--- config.mk ---
export PLATFORM = sky130hd
export DESIGN_NAME = cook_controller
export DESIGN_NICKNAME = d
export VERILOG_FILES = /design/src/rtl/cook_controller.sv
export SDC_FILE = /design/constraint.sdc
export NUM_CORES = 1
export LEC_CHECK = 0
export CORE_MARGIN = 2
export CORE_UTILIZATION = 50
export DETAILED_ROUTE_END_ITERATION = 6
export GPL_TIMING_DRIVEN = 1
export PLACE_DENSITY = 0.81
export SYNTH_ARGS = -nofsm -noshare
export SYNTH_HDL_FRONTEND = slang
export SYNTH_SLANG_ARGS = --single-unit
--- constraint.sdc ---
create_clock -name clk -period 3.3 [get_ports clk]
set_clock_uncertainty 0.05 [all_clocks]
set_input_delay 0.33 -clock clk [delete_from_list [all_inputs] [get_ports clk]]
set_output_delay 0.33 -clock clk [all_outputs]
set_load 0.1 [all_outputs]
--- src/rtl/cook_controller.sv ---
// Microwave cook controller: BCD keypad time entry, countdown in COOK, pause/resume on door
// or stop, duty-cycled magnetron over a 10-second phase window.
module cook_controller #(
  parameter int unsigned TICKS_PER_SEC = 100
) (
  input  logic        clk,
  input  logic        rst,
  input  logic        startn,
  input  logic        stopn,
  input  logic        clearn,
  input  logic        door_closed,
  input  logic        key_valid,
  input  logic [3:0]  key_digit,
  input  logic [3:0]  power_level,
  output logic        mag_on,
  output logic [15:0] time_bcd,
  output logic [1:0]  state,
  output logic        done
);

  localparam int unsigned TickW = (TICKS_PER_SEC > 2) ? $clog2(TICKS_PER_SEC) : 1;

  typedef enum logic [1:0] {
    StIdle  = 2'b00,
    StCook  = 2'b01,
    StPause = 2'b10,
    StDone  = 2'b11
  } state_e;

  state_e           state_q, state_d;
  logic [15:0]      time_q, time_d;
  logic [TickW-1:0] tick_q, tick_d;
  logic [3:0]       phase_q, phase_d;
  logic             mag_q, mag_d;
  logic             done_q, done_d;
  logic             startn_q, stopn_q, clearn_q;

  logic             clear_press, stop_press, start_press, any_press;
  logic             tick_wrap;
  logic [15:0]      time_dec;
  logic [3:0]       eff_power;

  // Edge-detected presses, resolved so at most one of clear/stop/start is seen per cycle.
  assign clear_press = clearn_q & ~clearn;
  assign stop_press  = stopn_q & ~stopn & ~clear_press;
  assign start_press = startn_q & ~startn & ~clear_press & ~stop_press;
  assign any_press   = (clearn_q & ~clearn) | (stopn_q & ~stopn) | (startn_q & ~startn);

  assign tick_wrap = (tick_q == TickW'(TICKS_PER_SEC - 1));
  assign eff_power = ((power_level == 4'd0) || (power_level > 4'd10)) ? 4'd10 : power_level;

  // One-second BCD decrement; out-of-range entries like sec 99 simply count down digit-wise.
  always_comb begin
    time_dec = time_q;
    if (time_q[3:0] != 4'd0) begin
      time_dec[3:0] = time_q[3:0] - 4'd1;
    end else if (time_q[7:4] != 4'd0) begin
      time_dec[7:4] = time_q[7:4] - 4'd1;
      time_dec[3:0] = 4'd9;
    end else begin
      time_dec[7:0] = 8'h59;
      if (time_q[11:8] != 4'd0) begin
        time_dec[11:8] = time_q[11:8] - 4'd1;
      end else begin
        time_dec[11:8]  = 4'd9;
        time_dec[15:12] = time_q[15:12] - 4'd1;
      end
    end
  end

  always_comb begin
    state_d = state_q;
    time_d  = time_q;
    tick_d  = tick_q;
    phase_d = phase_q;
    done_d  = 1'b0;
    unique case (state_q)
      StIdle: begin
        if (clear_press) begin
          time_d = 16'h0000;
        end else if (start_press) begin
          if (door_closed && (time_q != 16'h0000)) begin
            state_d = StCook;
            tick_d  = '0;
            phase_d = 4'd0;
          end
        end else if (key_valid && (key_digit <= 4'd9)) begin
          time_d = {time_q[11:0], key_digit};
        end
      end
      StCook: begin
        if (clear_press) begin
          state_d = StIdle;
          time_d  = 16'h0000;
        end else if (stop_press || !door_closed) begin
          state_d = StPause;
        end else if (tick_wrap) begin
          tick_d  = '0;
          time_d  = time_dec;
          phase_d = (phase_q == 4'd9) ? 4'd0 : phase_q + 4'd1;
          if (time_dec == 16'h0000) begin
            state_d = StDone;
            done_d  = 1'b1;
          end
        end else begin
          tick_d = tick_q + TickW'(1);
        end
      end
      StPause: begin
        if (clear_press || stop_press) begin
          state_d = StIdle;
          time_d  = 16'h0000;
        end else if (start_press && door_closed) begin
          state_d = StCook;
          tick_d  = '0;
          phase_d = 4'd0;
        end
      end
      StDone: begin
        if (any_press || !door_closed) begin
          state_d = StIdle;
          time_d  = 16'h0000;
        end
      end
      default: state_d = StIdle;
    endcase
    mag_d = (state_d == StCook) && (phase_d < eff_power);
  end

  always_ff @(posedge clk) begin
    if (rst) begin
      state_q  <= StIdle;
      time_q   <= 16'h0000;
      tick_q   <= '0;
      phase_q  <= 4'd0;
      mag_q    <= 1'b0;
      done_q   <= 1'b0;
      startn_q <= 1'b1;
      stopn_q  <= 1'b1;
      clearn_q <= 1'b1;
    end else begin
      state_q  <= state_d;
      time_q   <= time_d;
      tick_q   <= tick_d;
      phase_q  <= phase_d;
      mag_q    <= mag_d;
      done_q   <= done_d;
      startn_q <= startn;
      stopn_q  <= stopn;
      clearn_q <= clearn;
    end
  end

  // Door gating is combinational so opening the door drops the magnetron immediately.
  assign mag_on   = mag_q & door_closed;
  assign time_bcd = time_q;
  assign state    = state_q;
  assign done     = done_q;

endmodule

==> impl_summary.txt, run 1 <==
----------------------------------------------------
[Worst hold path]
  Hold Crit Endpoint ... phase_q[1]
  Worst hold-check path type ... register to register
  Hold-critical path depth ... 2
  Hold Crit Start ... phase_q[1]

[Detailed routing]
  Number of iterations in the first detailed-routing pass ... 5
  Average wire per standard cell ... 14.95 um
  Starting DRC count in detailed routing ... roughly 150
  Post-route DRC ... 0
  Number of nets still failing antenna checks after routing ... 0
  Final wirelength ... 5638 um
  Detailed-route via count ... about 2300
  Vias per cell ... approximately 6.2

[Timing]
  Maximum clock rate ... ~0.35 GHz
  Total negative slack ... 0 ps
  Period minus WS final ... 2836 ps
  Hold Vio Cnt, Final ... 0
  Worst slew slack as a fraction of its limit ... between 30% and 40%
  Part of the cycle the worst path needs ... between 80% and 90%
  Pins Over Slew Limit ... 0
  WHS ... between 400 and 500 ps
  Tightest Pin Transition ... between 900 and 1000 ps
  Setup repair after global routing missed its margin ... false
  Number of failing setup endpoints in the final timing report ... 0

[Power]
  Standby leakage power ... 0.0009659 uW
  Power density of the placed cells ... ~430 nW/um^2
  Overall Power ... between 1000 and 1500 uW
  Worst-case vdd ir drop ... about 210 uV

[Worst setup path]
  Source of the worst register-to-register timing path ... time_bcd[1]
  Endpoint of the most critical register-to-register path ... mag_q
  Arrival time worst endpoint ... roughly 3000 ps
  CP Max Fanout ... 7
  Category of the worst setup path capture point ... register
  CP Data Required Time ... 3430 ps
  Element type at the critical path start ... register
  Critical path type ... register to register
  Setup crit start ... time_bcd[1]
  Register-to-register setup slack ... 460 ps
  Worst reg-to-reg path cell count ... 12

[CTS]
  Largest buffer count on any clock path ... 2
  Count of hold buffers inserted by post-cts repair ... 0
  Clock tree from TritonCTS ... done
  Maximum level of the CTS H-tree ... 2
  Root cell of the clock tree ... sky130_fd_sc_hd__clkbuf_8
  Total clock buffers created by CTS ... 5
  Number of clock sinks ... 34
  CTS-repair resized insts ... 0
  Post-CTS setup-driven buffer insertion count ... 0
  Clk slew on worst S/H paths ... roughly 70 ps
  Clock latency on the worst-skew pair ... 290 ps

[Global routing]
  Largest net degree at the start of global routing ... 17
  Global-route wire length before repair ... between 9000 and 10000 um
  Vias in the first global route ... slightly above 2000
  Initial antenna violation count ... 0
  Total overflow reported by the global router ... 0
  Total routing usage reported by global routing ... 22.50%

[Synth]
  Distinct cells, synth ... around 50
  Synthesis-stage register bit count ... 34
  Sequential-to-total area share from yosys stat ... around 30%
  Syn_area_per_cell ... 7.693 um^2
  Total standard cell area after synthesis ... 2285 um^2
  Warnings, synthesis ... 0
  Top FF cell, synth ... sky130_fd_sc_hd__dfxtp_1
  Proportion of register bits with asynchronous set or reset after synthesis ... 0%
  Synthesized netlist net count ... approximately 320
  Count of mapped cells out of synthesis ... 297
  Number of enable flip-flop cells after synthesis ... 0

[Final layout]
  Layout overhead on the synthesized area ... 18.29%
  Final Net Count ... between 300 and 400
  Post-route insts no fill ... 377
  Ant diodes ... 0
  Ratio of cells with drive above 1 in the final layout ... around 9%

[Die]
  Overall die area ... roughly 5100 um^2
  Floorplan row count ... 24
  Initial standard-cell utilization of the core ... 52.11%
  Horizontal die dimension ... approximately 70 um
  Die height ... 71.60 um
  Core outline area ... between 4000 and 5000 um^2
  Top-Level Pins ... 35

[Status]
  Outcome ... finished, final reports clean

[Placement]
  GP Congestion ... 0.8090
  Number of placed cells counting well taps ... ~370
  Count of input and output buffers ... 34
  HPWL reported at the end of detailed placement ... 4064 um

[Run]
  Number of maximum-capacitance violations ... 0

----------------------------------------------------
==> power by group <==
part / switching, uW / internal [uW]
clock network: 153 / 168
logic: 257 / 127
registers: 35.6 / 429
==> final cells by class <==
class / count / area [um^2]
Clock inverter: 1 / 5.005
Clock buffer: 7 / 86.33
Sequential cell: 34 / 681.9
Tap cell: 52 / 65.06
Timing Repair Buffer: 37 / 350.3
Multi-Input combinational cell: 240 / 1491
Inverter: 6 / 22.52
Fill cell: 409 / 1682
==> how the worst max path moves through the flow <==
stage                     endpoint  cells after the start  slack, ps
after floorplan              mag_q                     11          3
after global placement       mag_q                     10        450
after detailed placement     mag_q                     10        360
after CTS                    mag_q                     12        460
after global routing         mag_q                     12        210
final                        mag_q                     12        460
==> logic make-up after synthesis <==
logic type | Yosys count | synth area share, %
buffers and inverters | 23 | 4.928
and+or+nand+nor | 142 | 33.41
DFF | 34 | 29.79
xor gates and xnor gates | 7 | 2.684
AOI/OAI and AO/OA | 79 | 22.73
adders and majority gates | 11 | 6.024
muxes | 1 | 0.4381
==> cell usage after synthesis (3+ instances only) <==
cell type / count / area [um^2]
sky130_fd_sc_hd__dfxtp_1: 34 / 680.7
sky130_fd_sc_hd__nor2_1: 34 / 127.6
sky130_fd_sc_hd__nand2_1: 25 / 93.84
sky130_fd_sc_hd__nor3_1: 22 / 110.1
sky130_fd_sc_hd__o21ai_0: 20 / 100.1
sky130_fd_sc_hd__a21oi_1: 17 / 85.08
sky130_fd_sc_hd__ha_1: 11 / 137.6
sky130_fd_sc_hd__nand3_1: 11 / 55.05
sky130_fd_sc_hd__clkbuf_1: 10 / 37.54
sky130_fd_sc_hd__nand2b_1: 9 / 56.30
sky130_fd_sc_hd__a211oi_1: 7 / 52.55
sky130_fd_sc_hd__a221oi_1: 6 / 52.55
sky130_fd_sc_hd__inv_1: 6 / 22.52
sky130_fd_sc_hd__nor2b_1: 6 / 37.54
sky130_fd_sc_hd__nand4_1: 5 / 31.28
sky130_fd_sc_hd__o211ai_1: 5 / 37.54
sky130_fd_sc_hd__xnor2_1: 5 / 43.79
sky130_fd_sc_hd__a31oi_1: 4 / 25.02
sky130_fd_sc_hd__nand3b_1: 4 / 30.03
sky130_fd_sc_hd__or2_2: 4 / 25.02
sky130_fd_sc_hd__a32o_1: 3 / 30.03
sky130_fd_sc_hd__and2_1: 3 / 18.77
sky130_fd_sc_hd__and3_1: 3 / 18.77
sky130_fd_sc_hd__and4_1: 3 / 26.28
sky130_fd_sc_hd__buf_2: 3 / 15.01
==> flip-flops by register name (all words and copies together), names as in the netlist <==
| name | count |
|---|---|
| stopn_q | 1 |
| state | 2 |
| tick_q | 7 |
| startn_q | 1 |
| time_bcd | 16 |
| mag_q | 1 |
| clearn_q | 1 |
| phase_q | 4 |
| done | 1 |
==> through the flow <==
| stage | setup WS [ps] | util, % | area, um^2 |
|---|---|---|---|
| 6_report | 464.5 | 61.64 | 2703 |
| 5_1_grt | 214.8 | 61.64 | 2703 |
| 4_1_cts | 456.2 | 61.64 | 2703 |
| 3_5_place_dp | 359.5 | 59.56 | 2611 |
| 3_3_place_gp | 445.8 | 59.56 | 2611 |
| 2_1_floorplan | 2.665 | - | 2286 |
==> worst max-delay path: stages, from the launching register on <==
cell and delay [ps]:
sky130_fd_sc_hd__dfxtp_1 350, sky130_fd_sc_hd__inv_1 130, sky130_fd_sc_hd__ha_1 220, sky130_fd_sc_hd__nor4b_4 380, sky130_fd_sc_hd__nand2_1 120, sky130_fd_sc_hd__o211ai_1 200
sky130_fd_sc_hd__a2bb2oi_1 370, sky130_fd_sc_hd__nand2_1 130, sky130_fd_sc_hd__nand2_1 90, sky130_fd_sc_hd__ha_1 170, sky130_fd_sc_hd__o211ai_1 120, sky130_fd_sc_hd__a31o_2 230
sky130_fd_sc_hd__and4_1 180
==> per-layer routing <==
metal,vias up,wire [um],track usage [%]
li1,1152,-,-
met1,1117,2531,29.80
met2,64,2780,37.14
met3,4,298,5.204
met4,0,27,5.660
met5,-,0,0
==> cell usage in the layout (no fill, tap or decap), types with 2 or more instances in the layout <==
| cell type | instances |
|---|---|
| sky130_fd_sc_hd__a211oi_1 | 7 |
| sky130_fd_sc_hd__a21oi_1 | 17 |
| sky130_fd_sc_hd__a221oi_1 | 6 |
| sky130_fd_sc_hd__a22oi_1 | 2 |
| sky130_fd_sc_hd__a2bb2oi_1 | 2 |
| sky130_fd_sc_hd__a31o_2 | 2 |
| sky130_fd_sc_hd__a31oi_1 | 4 |
| sky130_fd_sc_hd__a32o_1 | 3 |
| sky130_fd_sc_hd__and2_1 | 3 |
| sky130_fd_sc_hd__and3_1 | 3 |
| sky130_fd_sc_hd__and4_1 | 3 |
| sky130_fd_sc_hd__buf_4 | 8 |
| sky130_fd_sc_hd__clkbuf_8 | 6 |
| sky130_fd_sc_hd__clkdlybuf4s50_1 | 29 |
| sky130_fd_sc_hd__dfxtp_1 | 33 |
| sky130_fd_sc_hd__ha_1 | 11 |
| sky130_fd_sc_hd__inv_1 | 6 |
| sky130_fd_sc_hd__nand2_1 | 25 |
| sky130_fd_sc_hd__nand2b_1 | 9 |
| sky130_fd_sc_hd__nand3_1 | 11 |
| sky130_fd_sc_hd__nand3b_1 | 4 |
| sky130_fd_sc_hd__nand4_1 | 5 |
| sky130_fd_sc_hd__nor2_1 | 34 |
| sky130_fd_sc_hd__nor2b_1 | 6 |
| sky130_fd_sc_hd__nor3_1 | 22 |
| sky130_fd_sc_hd__nor3b_1 | 2 |
| sky130_fd_sc_hd__nor4b_1 | 2 |
| sky130_fd_sc_hd__o211ai_1 | 5 |
| sky130_fd_sc_hd__o21ai_0 | 20 |
| sky130_fd_sc_hd__o22ai_1 | 2 |
| sky130_fd_sc_hd__o31ai_1 | 2 |
| sky130_fd_sc_hd__or2_2 | 4 |
| sky130_fd_sc_hd__or4_4 | 2 |
| sky130_fd_sc_hd__xnor2_1 | 5 |
| sky130_fd_sc_hd__xor2_1 | 2 |
(Power assumes the default switching activity.)
==> inputs of run 2 (changes only) <==
--- a/config.mk
+++ b/config.mk
@@ -9,6 +9,7 @@
 export CORE_UTILIZATION = 50
 export DETAILED_ROUTE_END_ITERATION = 6
 export GPL_TIMING_DRIVEN = 1
+export MAX_ROUTING_LAYER = met4
 export PLACE_DENSITY = 0.81
 export SYNTH_ARGS = -nofsm -noshare
 export SYNTH_HDL_FRONTEND = slang
==> impl_summary.txt, run 2 (synthesis results as in run 1) <==
----------------------------------------------------
[Worst setup path]
  Buf+Inv Stages, Crit Path ... 1 (unchanged)
  Endpoint of the most critical register-to-register path ... mag_q
  CP Data Required Time ... 3440 ps (about the same)
  Register-to-register setup slack ... 450 ps (about the same)
  CP Max Fanout ... 7 (unchanged)
  Arrival time worst endpoint ... 2980 ps (about the same)
  Critical path type ... register to register
  Element type at the critical path start ... register
  Largest delay share family, worst path ... compound AO/OA/AOI/OAI gates
  Category of the worst setup path capture point ... register
  Source of the worst register-to-register timing path ... time_bcd[1]
  Most used cell, CP ... sky130_fd_sc_hd__nand2_1
  Cell with the largest stage delay on the worst path ... sky130_fd_sc_hd__nor4b_4
  Worst reg-to-reg path cell count ... 12 (unchanged)
  Delay of the slowest cell on the worst path ... 380 ps (about the same)
  Cells along the critical path ... inv_1 > ha_1 > nor4b_4 > nand2_1 > o211ai_1 > a2bb2oi_1 > nand2_1 > nand2_1 > ha_1 > o211ai_1 > a31o_2 > and4_1

[Final layout]
  Layout overhead on the synthesized area ... 18.29% (unchanged)
  Ratio of cells with drive above 1 in the final layout ... 8.923% (unchanged)
  Area of all placed cells without fillers ... 2703 um^2 (unchanged)
  Most common cell after layout, fill and taps aside ... sky130_fd_sc_hd__nor2_1
  Most used cells in the layout excluding fill and tap cells ... sky130_fd_sc_hd__nor2_1 (34), sky130_fd_sc_hd__dfxtp_1 (33), sky130_fd_sc_hd__clkdlybuf4s50_1 (29), sky130_fd_sc_hd__nand2_1 (25), sky130_fd_sc_hd__nor3_1 (22)
  Final Net Count ... 350 (unchanged)
  Flip-flop count of the largest register after layout ... 16 (unchanged)
  Ant diodes ... 0 (unchanged)

[Die]
  Die height ... 71.60 um (unchanged)
  Core outline area ... 4384 um^2 (unchanged)
  Top-Level Pins ... 35 (unchanged)
  Overall die area ... 5126 um^2 (unchanged)
  Horizontal die dimension ... 71.60 um (unchanged)
  Floorplan row count ... 24 (unchanged)
  Initial standard-cell utilization of the core ... 52.11% (unchanged)

[Power]
  Net switching fraction of the power ... 38.24% (+0.16 points)
  Combinational share of power ... 32.8% (about the same)
  Power density of the placed cells ... 434.0 nW/um^2 (+0.25%)
  Standby leakage power ... 0.0009659 uW (unchanged)
  Psw ... 448.5 uW (+0.67%)
  Worst-case vdd ir drop ... 206.9 uV (about the same)
  Overall Power ... 1173 uW (+0.25%)
  Cell-internal power ... 724.4 uW (about the same)
  Clk network pwr share ... 27.6% (+0.2 points)
  Proportion of power drawn by flip-flops and latches ... 39.6% (about the same)

[Detailed routing]
  Starting DRC count in detailed routing ... 149 (-1.3%)
  Final wirelength ... 5653 um (+0.27%)
  Vias per cell ... 6.210 (+0.17%)
  Number of nets still failing antenna checks after routing ... 0 (unchanged)
  Top routing layer in use ... met4
  Post-route DRC ... 0 (unchanged)
  Sum of met3 wire segment lengths after detailed routing ... 316 um (+6.0%)
  Average wire per standard cell ... 14.99 um (+0.27%)
  Number of iterations in the first detailed-routing pass ... 4 (-1)
  Detailed-route via count ... 2341 (+0.17%)
  Met1 layer wirelength in the final routing ... 2551 um (+0.79%)
  Detail Route met2 WL ... 2727 um (-1.9%)

[Worst hold path]
  Hold Crit Start ... phase_q[1]
  Hold-critical path depth ... 2 (unchanged)
  Worst hold-check path type ... register to register
  Hold Crit Endpoint ... phase_q[1]

[Placement]
  GP Congestion ... 0.8209 (+1.5%)
  Count of input and output buffers ... 34 (unchanged)
  HPWL reported at the end of detailed placement ... 4064 um (unchanged)
  Post-placement cell area ... 2611 um^2 (unchanged)

[Timing]
  Pins Over Slew Limit ... 0 (unchanged)
  Part of the cycle the worst path needs ... 86.24% (+0.32 points)
  Tightest Pin Transition ... 976.1 ps (-3.181 ps)
  Setup repair after global routing missed its margin ... false
  Maximum clock rate ... 0.3514 GHz (-0.37%)
  Worst slew slack as a fraction of its limit ... 34.73% (+0.21 points)
  WHS ... 478.4 ps (-0.07200 ps)
  Total negative slack ... 0 ps (unchanged)
  Period minus WS final ... 2846 ps (+10.54 ps)
  Hold Vio Cnt, Final ... 0 (unchanged)
  Number of failing setup endpoints in the final timing report ... 0 (unchanged)

[Global routing]
  Largest net degree at the start of global routing ... 17 (unchanged)
  Total overflow reported by the global router ... 0 (unchanged)
  Initial antenna violation count ... 0 (unchanged)
  Total routing usage reported by global routing ... 23.21% (+0.71 points)
  Global-route wire length before repair ... 9349 um (+0.15%)
  Vias in the first global route ... 2011 (-0.35%)

[CTS]
  Clk slew on worst S/H paths ... 70 ps (about the same)
  Number of clock sinks ... 34 (unchanged)
  Largest buffer count on any clock path ... 2 (unchanged)
  Count of hold buffers inserted by post-cts repair ... 0 (unchanged)
  Clock tree from TritonCTS ... done
  CTS-repair resized insts ... 0 (unchanged)
  Clock latency on the worst-skew pair ... 290 ps (about the same)
  Post-CTS setup-driven buffer insertion count ... 0 (unchanged)
  Total clock buffers created by CTS ... 5 (unchanged)
  Maximum level of the CTS H-tree ... 2 (unchanged)
  Root cell of the clock tree ... sky130_fd_sc_hd__clkbuf_8

[Status]
  Outcome ... finished, final reports clean

[Run]
  Number of maximum-capacitance violations ... 0 (unchanged)

----------------------------------------------------
-- run 2: cell counts in the layout (fill, tap and decap cells not counted) --
No cell type changed its count.
-- run 2: metrics by stage --
stage	setup slack, ps	util (%)	std cells
2_1_floorplan	2.665	-	297
3_3_place_gp	445.8	59.56	369
3_5_place_dp	359.5	59.56	369
4_1_cts	456.2	61.64	377
5_1_grt	214.8	61.64	377
6_report	453.9	61.64	377
-- run 2: metal layers --
metal,global-route usage (%),vias to the layer above
li1,-,1148
met1,29.97,1119
met2,37.04,68
met3,5.204,6
met4,5.660,0
met5,-,-
-- run 2: cell type report --
type / instances / area, um^2
repair buffers: 37 / 350.3
flip-flops and latches: 34 / 681.9
clock inverters: 1 / 5.005
fillers: 409 / 1682
inverters: 6 / 22.52
well taps: 52 / 65.06
clock buffers: 7 / 86.33
multi-input cells: 240 / 1491
-- run 2: worst max path at each step --
| stage | end | slack, ps | depth (start not counted) | startpoint |
|---|---|---|---|---|
| 2_1_floorplan | mag_q | 3 | 11 | time_bcd[1] |
| 3_3_place_gp | mag_q | 450 | 10 | clearn |
| 3_5_place_dp | mag_q | 360 | 10 | clearn |
| 4_1_cts | mag_q | 460 | 12 | time_bcd[1] |
| 5_1_grt | mag_q | 210 | 12 | time_bcd[1] |
| 6_report | mag_q | 450 | 12 | time_bcd[1] |
-- run 2: worst reg2reg max path: cells and delay by family, from the launching register on --
family | cells | cell delay [ps]
AO/OA/AOI/OAI | 4 | 920
adder cells (fa/ha/maj) | 2 | 390
buffers and inverters | 1 | 140
flip-flops | 1 | 350
AND/OR/NAND/NOR | 5 | 900
-- run 2: power groups by stage --
stage	Clock, uW	Sequential, uW	Combinational [uW]
floorplan	0	568	200
global placement	0	473	378
detailed placement	0	473	381
CTS	331	464	384
global route	351	469	414
finish	323	464	385
